## src/rtl/bcd_disp_mux.sv

```systemverilog
// Four-digit time-multiplexed common-anode seven-segment driver with per-frame input snapshot.
// Optional leading-zero blanking is compiled in when LEADING_ZERO_BLANK_EN is defined.
module bcd_disp_mux #(
  parameter int N = 18
) (
  input  logic       clk,
  input  logic       reset,
  input  logic [3:0] d3,
  input  logic [3:0] d2,
  input  logic [3:0] d1,
  input  logic [3:0] d0,
  input  logic [3:0] dp_in,
  output logic [3:0] an,
  output logic [7:0] sseg
);

  logic [N-1:0] q_q, q_d;
  logic [3:0]   dig_q [4];
  logic [3:0]   dig_d [4];
  logic [3:0]   dp_q, dp_d;
  logic [3:0]   an_q, an_d;
  logic [7:0]   sseg_q, sseg_d;
  logic [1:0]   sel;
  logic [3:0]   curDigit;
  logic         blank;

  assign sel = q_q[N-1:N-2];

  function automatic logic [6:0] segDecode(input logic [3:0] v);
    logic [6:0] s;
    case (v)
      4'd0:    s = 7'h40;
      4'd1:    s = 7'h79;
      4'd2:    s = 7'h24;
      4'd3:    s = 7'h30;
      4'd4:    s = 7'h19;
      4'd5:    s = 7'h12;
      4'd6:    s = 7'h02;
      4'd7:    s = 7'h78;
      4'd8:    s = 7'h00;
      4'd9:    s = 7'h10;
      default: s = 7'h3F;
    endcase
    return s;
  endfunction

  // Counter free-runs; shadows reload only at frame start so a scan never mixes two values.
  always_comb begin
    q_d  = q_q + {{(N-1){1'b0}}, 1'b1};
    dp_d = dp_q;
    for (int i = 0; i < 4; i++) dig_d[i] = dig_q[i];
    if (q_q == '0) begin
      dig_d[0] = d0;
      dig_d[1] = d1;
      dig_d[2] = d2;
      dig_d[3] = d3;
      dp_d     = dp_in;
    end
  end

  always_comb begin
    curDigit = dig_q[sel];
`ifdef LEADING_ZERO_BLANK_EN
    case (sel)
      2'd3:    blank = (dig_q[3] == 4'd0);
      2'd2:    blank = (dig_q[3] == 4'd0) && (dig_q[2] == 4'd0);
      2'd1:    blank = (dig_q[3] == 4'd0) && (dig_q[2] == 4'd0) && (dig_q[1] == 4'd0);
      default: blank = 1'b0;
    endcase
`else
    blank = 1'b0;
`endif
    an_d        = ~(4'b0001 << sel);
    sseg_d[7]   = ~dp_q[sel];
    sseg_d[6:0] = blank ? 7'h7F : segDecode(curDigit);
  end

  always_ff @(posedge clk) begin
    if (reset) begin
      q_q    <= '0;
      dp_q   <= '0;
      an_q   <= 4'b1111;
      sseg_q <= 8'hFF;
      for (int i = 0; i < 4; i++) dig_q[i] <= '0;
    end else begin
      q_q    <= q_d;
      dp_q   <= dp_d;
      an_q   <= an_d;
      sseg_q <= sseg_d;
      for (int i = 0; i < 4; i++) dig_q[i] <= dig_d[i];
    end
  end

  assign an   = an_q;
  assign sseg = sseg_q;

endmodule
```

## config.mk

```make
export PLATFORM = sky130hd
export DESIGN_NAME = bcd_disp_mux
export DESIGN_NICKNAME = d
export VERILOG_FILES = /design/src/rtl/bcd_disp_mux.sv
export SDC_FILE = /design/constraint.sdc
export NUM_CORES = 1
export LEC_CHECK = 0
export ABC_AREA = 1
export BUFFER_PORTS_ARGS = -buffer_cell sky130_fd_sc_hd__buf_2
export CORE_ASPECT_RATIO = 0.9
export CORE_MARGIN = 8
export CORE_UTILIZATION = 60
export CTS_CLUSTER_DIAMETER = 120
export DETAILED_ROUTE_END_ITERATION = 6
export PLACE_DENSITY = 0.85
export SETUP_SLACK_MARGIN = 0.4
export SYNTH_ARGS = -nofsm -noshare
export SYNTH_HDL_FRONTEND = slang
export SYNTH_SLANG_ARGS = --single-unit
```

## constraint.sdc

```tcl
create_clock -name clk -period 5.95 [get_ports clk]
set_clock_uncertainty 0.15 [all_clocks]
set_input_delay 1.19 -clock clk [delete_from_list [all_inputs] [get_ports clk]]
set_output_delay 1.19 -clock clk [all_outputs]
set_load 0.01 [all_outputs]
```

## Word-level counts from Yosys, hierarchy flattened

Memory sizes are Yosys's and may differ from the RTL's. A register that Yosys moved wholly into a read port is not among the register bits.
Index checks and enable logic that the tools add are counted.

- Add/sub/neg operators: 1
- $lt $le $gt $ge: 1
- Equality and inequality tests: 1
- Shift operators: 1
- Mux-type cells: 11
- Bitwise operators: 6
- Reductions and logical operators: 2

Operators by type and width:

| kind | number |
|---|---|
| 18-bit by 1-bit adder with 18-bit output (second input constant) | 1 |
| 18-bit logical NOT | 1 |
| 16-bit 2-to-1 mux | 1 |
| 4-bit 2-to-1 mux | 4 |
| 1-bit 2-to-1 mux | 4 |
| 4-bit inverter | 1 |
| 1-bit OR | 4 |
| 1-bit by 2-bit << shifter with 4-bit output (first input constant) | 1 |
| 2-bit by 3-bit < comparator with 1-bit output (second input constant) | 1 |
| 1-bit binary-select mux with 2-bit select | 1 |
| 2-bit 2-to-1 mux | 1 |
| 2-bit AND reduction | 1 |
| 1-bit inequality test (second input constant) | 1 |
| 1-bit inverter | 1 |

- Bits in registers: 34
- RAM bits: 16
- ROM bits: 112
- Input bits: 22
- Output and inout bits: 12
- Word-level logic and storage cells: 29
- Memories: 2

Memory list:

| name | depth | bits a word | read ports | clocked after memory_dff | write ports | line | source |
|---|---|---|---|---|---|---|---|
| (no name shown) | 16 | 7 | 1 | 1 | 0 | 31 | `case (v)` |
| dig_q | 4 | 4 | 1 | 1 | 4 | 18 | `logic [3:0] dig_q [4];` |

## Longest topological paths before layout

Gate-level depths: netlist of the first run.

- Word-level depth: 4
- Gate-level depth with buffers: 12
- Depth with buffers taken out: 11

## Worst setup path before layout of the first run

No wires, ideal clock.

- Path type: input to register
- From: input port reset
- To: memory dig_q[0][0], enable pin
- Data arrival time: 2163 ps
- Data required time: 5428 ps
- Setup slack: 3265 ps
- Stages on the path: 4
- Path through: clkbuf_1 > inv_1 > clkbuf_1 > nand2_1

RTL lines:

| item | line | source |
|---|---|---|
| start: declaration | 7 | `input logic reset,` |
| end: declaration | 18 |  |

==> flow_summary_export.csv, run 1 <==
group,metric,value,unit
outcome,status,"completed",
die,dieHeight,77.2,um
yosys,yosysWarnings,0,
pwr,powerDensity,244,mW/mm^2
yosys,syn_inst,329,
critical_path,r2r-start,"q_q[17]$_SDFF_PP0_",
final_layout,postLayoutCellArea,0.00276,mm^2
cts,cts_tree,"done",
global_route,first_global_vias,2013,
timing,finalSetupViolations,0,
final_layout,syn_to_final_growth,10.4,%
critical_path,crit_fanout,24,
pwr,total_power,0.000672,W
timing,fin_crit,2.83,ns
global_route,grt_first_pass_wirelength,8630,um
timing,maxSlewHeadroom,50.6,%
worst_hold_path,whs_path_depth,1,
timing,drv_slew,0,
yosys,syn_area,0.00250,mm^2
critical_path,cp.required,5.70,ns
detailed_routing,drt_first_pass_iters,5,
die,core,0.00405,mm^2
die,start_util,61.7,%
timing,whs,0.322,ns
global_route,antenna_found_initial,0,
place,dp_cells,402,
die,dieArea,0.00648,mm^2
cts,cts_buffers,5,
yosys,synth.net_count,359,
cts,clk_pin_slew_worst_paths,0.09,ns
pwr,vdd_ir_drop_max,157,uV
cts,post_cts_buffers,0,
cts,cts-root-buf,"clkbuf_8",
final_layout,ff_latch_area,0.00116,mm^2
final_layout,layout-drive-gt1-share,17.7,%
detailed_routing,vias,2083,
timing,finalHoldViolCount,0,
detailed_routing,drc,0,
run,maxCapViolations,0,
place,numPortBuffers,33,
worst_hold_path,min_to,"q_q[0]$_SDFF_PP0_",
yosys,yosysUniqueCellTypes,24,
place,place_hpwl,3590,um
cts,cts.repair.resized,0,
yosys,syn_area_per_cell,7.59,um^2
cts,htreeDepth,2,
timing,tightest_slew,0.740,ns
detailed_routing,wl_per_cell,11.7,um
place,gp_congestion,0.860,
timing,period_share,47.5,%
detailed_routing,vias_per_cell,5.08,
final_layout,fin_cells,410,
critical_path,startpoint_type,"input port",
critical_path,rrSetupSlack,3.65,ns
timing,rsz0062_at_grt,"no",
die,die_x,84.0,um
critical_path,cp.arrival,2.58,ns
die,pin_count,34,
final_layout,nets,391,
global_route,grt-ovfl-total,0,
worst_hold_path,worstHoldPathType,"flop to flop",
cts,cts.sinks,50,
yosys,yosysSeqAreaShare,46.5,%
timing,max_freq,354,MHz
global_route,grt_use_total,15.7,%
detailed_routing,drt_wl_total,4780,um
detailed_routing,drtIter0Drc,168,
global_route,grt_max_degree,25,
yosys,synth-seq-cells,50,
detailed_routing,drtAntennaViolNets,0,
critical_path,timing.rr.end,"dig_q[3][1]$_SDFFCE_PN0P_",
die,rows,22,
cts,cts_buffer_depth,2,
final_layout,fill_cells,327,
final_layout,multiInputGateArea,0.00111,mm^2
place,placed_area,0.00267,mm^2
cts,hold_buffers,0,
cts,clkLatencyLatePin,0.30,ns
timing,fin_setup_tns,0,ns
critical_path,cp-end-kind,"flop",
critical_path,crit_type,"input port to flop",
final_layout,antenna_cells,0,
worst_hold_path,worstHoldStart,"q_q[0]$_SDFF_PP0_",
pwr,p_leak,1.27,nW
critical_path,rr_worst_depth,5,
==> routing by layer <==
| layer | GRT usage [%] | wire length, um |
|---|---|---|
| met1 | 19.4 | 2220 |
| met2 | 24.7 | 2230 |
| met3 | 3.91 | 278 |
| met4 | 7.76 | 62 |
| met5 | 0 | 0 |
==> worst max-delay path, stage by stage <==
cell and delay [ns]:
buf_2 0.21, inv_1 0.59, nand2_1 0.58
==> metrics by stage <==
stage	util (%)	setup slack (ns)
6_report	68.1	3.12
5_1_grt	68.1	3.00
4_1_cts	68.1	3.13
3_5_place_dp	66.0	2.80
3_3_place_gp	66.0	2.86
2_1_floorplan	-	3.27
==> worst max path at each step <==
| stage | start | endpoint | cells past startpoint |
|---|---|---|---|
| after global routing | reset | dig_q[1][3]$_SDFFCE_PN0P_ | 3 |
| after CTS | reset | dig_q[1][1]$_SDFFCE_PN0P_ | 3 |
| final | reset | dig_q[3][0]$_SDFFCE_PN0P_ | 3 |
| after global placement | reset | dig_q[1][0]$_SDFFCE_PN0P_ | 3 |
| after floorplan | reset | dig_q[0][0]$_SDFFCE_PN0P_ | 4 |
| after detailed placement | reset | dig_q[1][1]$_SDFFCE_PN0P_ | 3 |
==> cells by family (layout without fill, tap and decap cells) <==
| logic type | Yosys count | in the layout | synth area share, % |
|---|---|---|---|
| simple gates | 195 | 195 | 35.8 |
| buf+inv | 54 | 87 | 8.92 |
| compound gates | 21 | 21 | 4.41 |
| xor+xnor | 1 | 1 | 0.351 |
| fa+ha+maj | 8 | 8 | 4.01 |
| flops | 50 | 50 | 46.5 |
==> synthesized netlist by cell type (all sizes together) <==
library cell	count	area, um^2
nand4	9	56.3
a211oi	1	7.51
ha	8	100
clkbuf	4	15.0
nand2	89	339
xor2	1	8.76
nand3	38	218
inv	46	173
o21a	1	7.51
nor2	58	275
buf	4	35.0
a21oi	11	55.1
dfxtp	34	681
nor3	1	5.00
edfxtp	16	480
o21ai	8	40.0
==> cells in the final DEF, fill, tap and decap left out, types with 5 or more instances in the layout <==
cell type,instances
nand3_1,34
a21oi_1,11
clkbuf_8,5
o21ai_0,8
nor2_1,41
dfxtp_1,34
ha_1,8
buf_2,33
nand4_1,9
nor2_2,14
nand2_1,87
edfxtp_1,16
inv_1,45
==> sequential cells by signal, summed over array words and instances (netlist names) <==
signal	count
q_q	18
dig_q	16
an	4
sseg	8
dp_q	4
==> final cells by class <==
cell class	instances	area share (%)
Sequential cell	50	42.1
Multi-Input combinational cell	225	40.4
Inverter	46	6.26
Timing Repair Buffer	33	5.99
Clock buffer	5	2.50
Tap cell	48	2.18
Clock inverter	3	0.590
==> power breakdown <==
group	leakage [nW]	switching (W)	total, W	internal, W
Combinational	0.782	0.0000585	0.0000918	0.0000332
Clock	0.0377	0.000108	0.000188	0.0000802
Sequential	0.454	0.0000106	0.000392	0.000381
Total	1.27	0.000177	0.000672	0.000495
Power figures use the tool's default switching activity.
==> run 2: changes to the inputs <==
- CORE_UTILIZATION: 60 -> 57
- PLACE_DENSITY: 0.85 -> 0.81
- clock period: 5.95 -> 2.9 ns (I/O delays scaled with it)
==> run 2 against run 1 <==
  * Total power is 100% higher
  * Die area is 4.2% higher
  * Design area increased by 1.0%
  * Critical path type is now flop to flop
  * Sequential power increased by 110%
==> flow_summary_export.csv, run 2 (synthesis results as in run 1) <==
group,metric,value,unit
timing,setup_slack,0.696,ns
pwr,p_int,0.00101,W
pwr,vdd_ir_drop_max,343,uV
critical_path,cp.arrival,2.00,ns
global_route,antenna_found_initial,0,
cts,post_cts_buffers,0,
final_layout,final_cell_mix,"87 x nand2_1, 45 x inv_1, 41 x nor2_1",
global_route,grt-ovfl-total,0,
worst_hold_path,worstHoldPathType,"flop to flop",
timing,fin_crit,2.20,ns
detailed_routing,vias_per_cell,4.87,
final_layout,largest_reg_flops,18,
critical_path,startpoint_type,"flop",
worst_hold_path,whs_path_depth,1,
die,start_util,57.4,%
critical_path,rr_worst_depth,5,
cts,clkLatencyLatePin,0.30,ns
die,dieHeight,78.8,um
final_layout,ff_latch_area,0.00116,mm^2
critical_path,path_cells,"nor2_4 -> nand3_2 -> nor2_4 -> nand2_1 -> nand2_1",
global_route,grt_use_met2,24.5,%
timing,maxSlewHeadroom,57.5,%
cts,htreeDepth,2,
place,numPortBuffers,33,
cts,clk_pin_slew_worst_paths,0.08,ns
pwr,combPwrFrac,13.8,%
timing,period_share,76.0,%
critical_path,crit_type,"flop to flop",
final_layout,multiInputGateArea,0.00111,mm^2
global_route,grt_first_pass_wirelength,8490,um
place,dp_slack,0.693,ns
pwr,p_leak,1.29,nW
outcome,status,"completed",
global_route,grt_max_degree,24,
final_layout,syn_to_final_growth,11.5,%
cts,cts_buffer_depth,2,
timing,finalHoldViolCount,0,
timing,rsz0062_at_grt,"no",
critical_path,r2r-start,"q_q[16]$_SDFF_PP0_",
global_route,use_met3,3.92,%
die,core,0.00435,mm^2
pwr,powerDensity,494,mW/mm^2
detailed_routing,drc,0,
detailed_routing,drt_first_pass_iters,4,
worst_hold_path,min_to,"q_q[0]$_SDFF_PP0_",
detailed_routing,drt_wl_total,4950,um
pwr,swShare,26.4,%
final_layout,antenna_cells,0,
global_route,first_global_vias,1972,
critical_path,cp-end-kind,"flop",
critical_path,slowest_stage,"nand2_1",
cts,hold_buffers,0,
worst_hold_path,worstHoldStart,"q_q[0]$_SDFF_PP0_",
detailed_routing,wl_per_cell,11.6,um
place,gp_congestion,0.865,
timing,tightest_slew,0.636,ns
die,pin_count,34,
pwr,power.switching,0.000363,W
final_layout,fin_util,64.1,%
timing,whs,0.324,ns
detailed_routing,drtIter0Drc,93,
global_route,grt_use_total,15.5,%
timing,max_freq,454,MHz
final_layout,top_register,"q_q",
global_route,top_usage_layer,"met2",
final_layout,final_common_cell,"nand2_1",
critical_path,cp.required,2.69,ns
cts,cts_tree,"done",
die,dieArea,0.00676,mm^2
timing,fin_setup_tns,0,ns
critical_path,crit_fanout,16,
die,die_x,85.8,um
cts,cts-root-buf,"clkbuf_8",
die,rows,23,
cts,cts.sinks,50,
run,maxCapViolations,0,
pwr,power_frac_clock,27.6,%
final_layout,fill_cells,390,
global_route,grt_use_met1,19.2,%
critical_path,critical-path-max-stage-delay,0.51,ns
critical_path,timing.rr.end,"dig_q[2][3]$_SDFFCE_PN0P_",
timing,drv_slew,0,
critical_path,rrSetupSlack,0.70,ns
final_layout,layout-drive-gt1-share,17.6,%
cts,cts.repair.resized,0,
pwr,p_seq_share,58.5,%
place,place_hpwl,3780,um
detailed_routing,vias,2074,
timing,finalSetupViolations,0,
cts,cts_buffers,5,
final_layout,nets,393,
detailed_routing,drtAntennaViolNets,0,
[run 2: cell count changes in the layout (fill, tap and decap cells not counted), sizes merged]
cell / change
buf: +2
clkinv: +2
clkinvlp: -2
[run 2: layout make-up]
cell class | instances | share of cell area, %
flip-flops and latches | 50 | 41.7
well taps | 62 | 2.79
multi-input cells | 225 | 40.0
clock inverters | 3 | 0.404
repair buffers | 35 | 6.47
inverters | 46 | 6.20
clock buffers | 5 | 2.47
[run 2: worst max-delay path by stage]
stage | from | endpoint | slack, ns | depth (start not counted)
floorplan | reset | dig_q[0][0]$_SDFFCE_PN0P_ | 0.83 | 4
global placement | q_q[16]$_SDFF_PP0_ | dig_q[3][1]$_SDFFCE_PN0P_ | 0.78 | 5
detailed placement | q_q[16]$_SDFF_PP0_ | dig_q[3][1]$_SDFFCE_PN0P_ | 0.69 | 5
CTS | q_q[16]$_SDFF_PP0_ | dig_q[2][3]$_SDFFCE_PN0P_ | 0.69 | 5
global route | q_q[16]$_SDFF_PP0_ | dig_q[0][0]$_SDFFCE_PN0P_ | 0.50 | 5
finish | q_q[16]$_SDFF_PP0_ | dig_q[2][3]$_SDFFCE_PN0P_ | 0.70 | 5
[run 2: metal layers]
layer,up-vias,wire length (um)
met5,-,0
met3,7,242
li1,1102,-
met2,47,2220
met4,0,76
met1,918,2410
[run 2: critical path: cells and delay by family (launching register included)]
family / cells / cell delay [ns]
flops: 1 / 0.49
simple gates: 5 / 1.21
[run 2: through the flow]
step | cell area, um^2 | instances | total power, W
2_1_floorplan | 2500 | 329 | 0.000951
3_3_place_gp | 2700 | 418 | 0.00101
3_5_place_dp | 2700 | 418 | 0.00101
4_1_cts | 2780 | 426 | 0.00139
5_1_grt | 2780 | 426 | 0.00145
6_report | 2780 | 426 | 0.00138
[run 2: power by group through the flow]
stage	clock, W	sequential [W]	combinational (W)
global placement	0	0.000820	0.000186
CTS	0.000389	0.000806	0.000193
detailed placement	0	0.000822	0.000192
floorplan	0	0.000824	0.000127
finish	0.000381	0.000805	0.000191
global route	0.000421	0.000812	0.000219
==> run 3: changes to the inputs <==
- clock period: 2.9 -> 2.15 ns (I/O delays scaled with it)
==> run 3 against run 2 <==
  * Non-clock buffer count up 14
  * Wire length up 16%
  * Clock power up 77%
  * Final cell count up 3.8%
  * Critical endpoint is now dig_q[0][0]$_SDFFCE_PN0P_
==> flow_summary_export.csv, run 3 (synthesis results as in run 1) <==
group,metric,value,unit
pwr,vdd_ir_drop_max,382,uV
pwr,power.switching,0.000559,W
cts,cts-root-buf,"clkbuf_8",
pwr,combPwrFrac,15.7,%
cts,htreeDepth,2,
final_layout,largest_reg_flops,18,
detailed_routing,drtAntennaViolNets,0,
timing,drv_slew,0,
run,maxCapViolations,0,
detailed_routing,drtIter0Drc,184,
die,dieHeight,78.8,um
cts,clkLatencyLatePin,0.31,ns
cts,cts.sinks,50,
final_layout,syn_to_final_growth,22.2,%
outcome,status,"completed",
timing,period_share,80.3,%
pwr,power_frac_clock,32.2,%
detailed_routing,wl_per_cell,13.0,um
final_layout,final_common_cell,"nand2_1",
final_layout,antenna_cells,0,
cts,cts_tree,"done",
global_route,grt_use_total,17.0,%
pwr,p_seq_share,52.1,%
pwr,swShare,26.7,%
detailed_routing,drt-met1-wl,2610,um
final_layout,layout-drive-gt1-share,28.4,%
global_route,antenna_found_initial,0,
place,numPortBuffers,33,
critical_path,cp.required,2.02,ns
final_layout,top_register,"q_q",
critical_path,startpoint_type,"flop",
timing,finalHoldViolCount,0,
timing,finalSetupViolations,0,
place,gp_congestion,0.861,
pwr,total_power,0.00209,W
global_route,first_global_vias,2067,
die,die_x,85.8,um
detailed_routing,vias,2262,
final_layout,nets,409,
global_route,grt_max_degree,21,
critical_path,path_cells,"inv_2 -> ha_4 -> inv_2 -> nor2_2 -> nand3_2 -> nor2_4 -> nand2_4 -> nand2_4",
timing,rsz0062_at_grt,"yes",
die,dieArea,0.00676,mm^2
pwr,p_int,0.00153,W
critical_path,crit_type,"flop to flop",
cts,cts_buffer_depth,2,
timing,fin_crit,1.73,ns
timing,maxSlewHeadroom,70.8,%
detailed_routing,dr_wl_met2,2630,um
detailed_routing,drc,0,
critical_path,crit_fanout,8,
timing,max_freq,579,MHz
detailed_routing,vias_per_cell,5.12,
critical_path,slowest_stage,"dfxtp_2",
pwr,p_leak,1.40,nW
detailed_routing,routed.top_layer,"met4",
place,place_hpwl,3890,um
global_route,grt_first_pass_wirelength,9340,um
pwr,powerDensity,686,mW/mm^2
die,start_util,57.4,%
detailed_routing,wl_met3,419,um
critical_path,cp.arrival,1.60,ns
cts,cts_buffers,5,
critical_path,critical-path-max-stage-delay,0.36,ns
die,rows,23,
timing,tightest_slew,0.437,ns
die,pin_count,34,
timing,fin_setup_tns,0,ns
cts,clk_pin_slew_worst_paths,0.09,ns
detailed_routing,drt_first_pass_iters,4,
critical_path,cp-end-kind,"flop",
global_route,grt-ovfl-total,0,
worst_hold_path,worstHoldPathType,"input port to flop",
final_layout,final_cell_mix,"81 x nand2_1, 40 x inv_1, 38 x nor2_1",
die,core,0.00435,mm^2
detailed_routing,drt_wl_total,5750,um
==> run 3: metrics by stage <==
stage               utilization, %  area (um^2)  hold slack (ns)  cells  worst slack (ns)
global placement              62.9         2730            0.296    421             0.290
floorplan                        -         2500            0.280    329             0.418
detailed placement            62.9         2730            0.310    421             0.237
CTS                           66.5         2890            0.217    432             0.408
finish                        70.2         3050            0.222    442             0.423
global route                  70.2         3050            0.248    442             0.331
==> run 3: what timing repair did <==
item,4_1_cts,5_1_grt
gates resized for setup,7,28
endpoints found under the setup margin,24,40
setup buffers,2,9
pin swaps,4,10
hold buffers,0,0
cloned,1,1
==> run 3: path summary, 6_finish.rpt <==
check / from / end / slack (ns) / cells after the start
setup / recovery: q_q[1]$_SDFF_PP0_ / dig_q[0][0]$_SDFFCE_PN0P_ / 0.42 / 8
hold / removal: dp_in[2] / dp_q[2]$_SDFFE_PP0N_ / 0.22 / 3
setup reg to reg: q_q[1]$_SDFF_PP0_ / dig_q[0][0]$_SDFFCE_PN0P_ / 0.42 / 8
hold reg to reg: q_q[0]$_SDFF_PP0_ / q_q[0]$_SDFF_PP0_ / 0.30 / 1
==> run 3: cell type report <==
type / count / area [um^2]
Tap cell: 62 / 77.6
Sequential cell: 50 / 1170
Clock inverter: 3 / 43.8
Timing Repair Buffer: 49 / 293
Clock buffer: 5 / 68.8
Inverter: 46 / 175
Multi-Input combinational cell: 227 / 1220
Fill cell: 346 / 1300
==> run 3: per-layer routing <==
metal	vias to the layer above	track usage, %
met5	-	0
met4	0	6.29
met3	9	4.74
met2	87	26.5
met1	1026	22.1
li1	1140	-
==> run 3: critical path, delay by kind of cell (launching register included) <==
kind | cells | cell delay (ns)
buf+inv | 2 | 0.10
simple gates | 5 | 0.70
flops | 1 | 0.36
fa+ha+maj | 1 | 0.12
==> run 3: power groups by stage <==
stage	logic [W]	clock network (W)	registers [W]
3_3_place_gp	0.000258	0	0.00111
4_1_cts	0.000285	0.000683	0.00109
6_report	0.000328	0.000673	0.00109
2_1_floorplan	0.000174	0	0.00111
3_5_place_dp	0.000265	0	0.00111
5_1_grt	0.000370	0.000717	0.00110
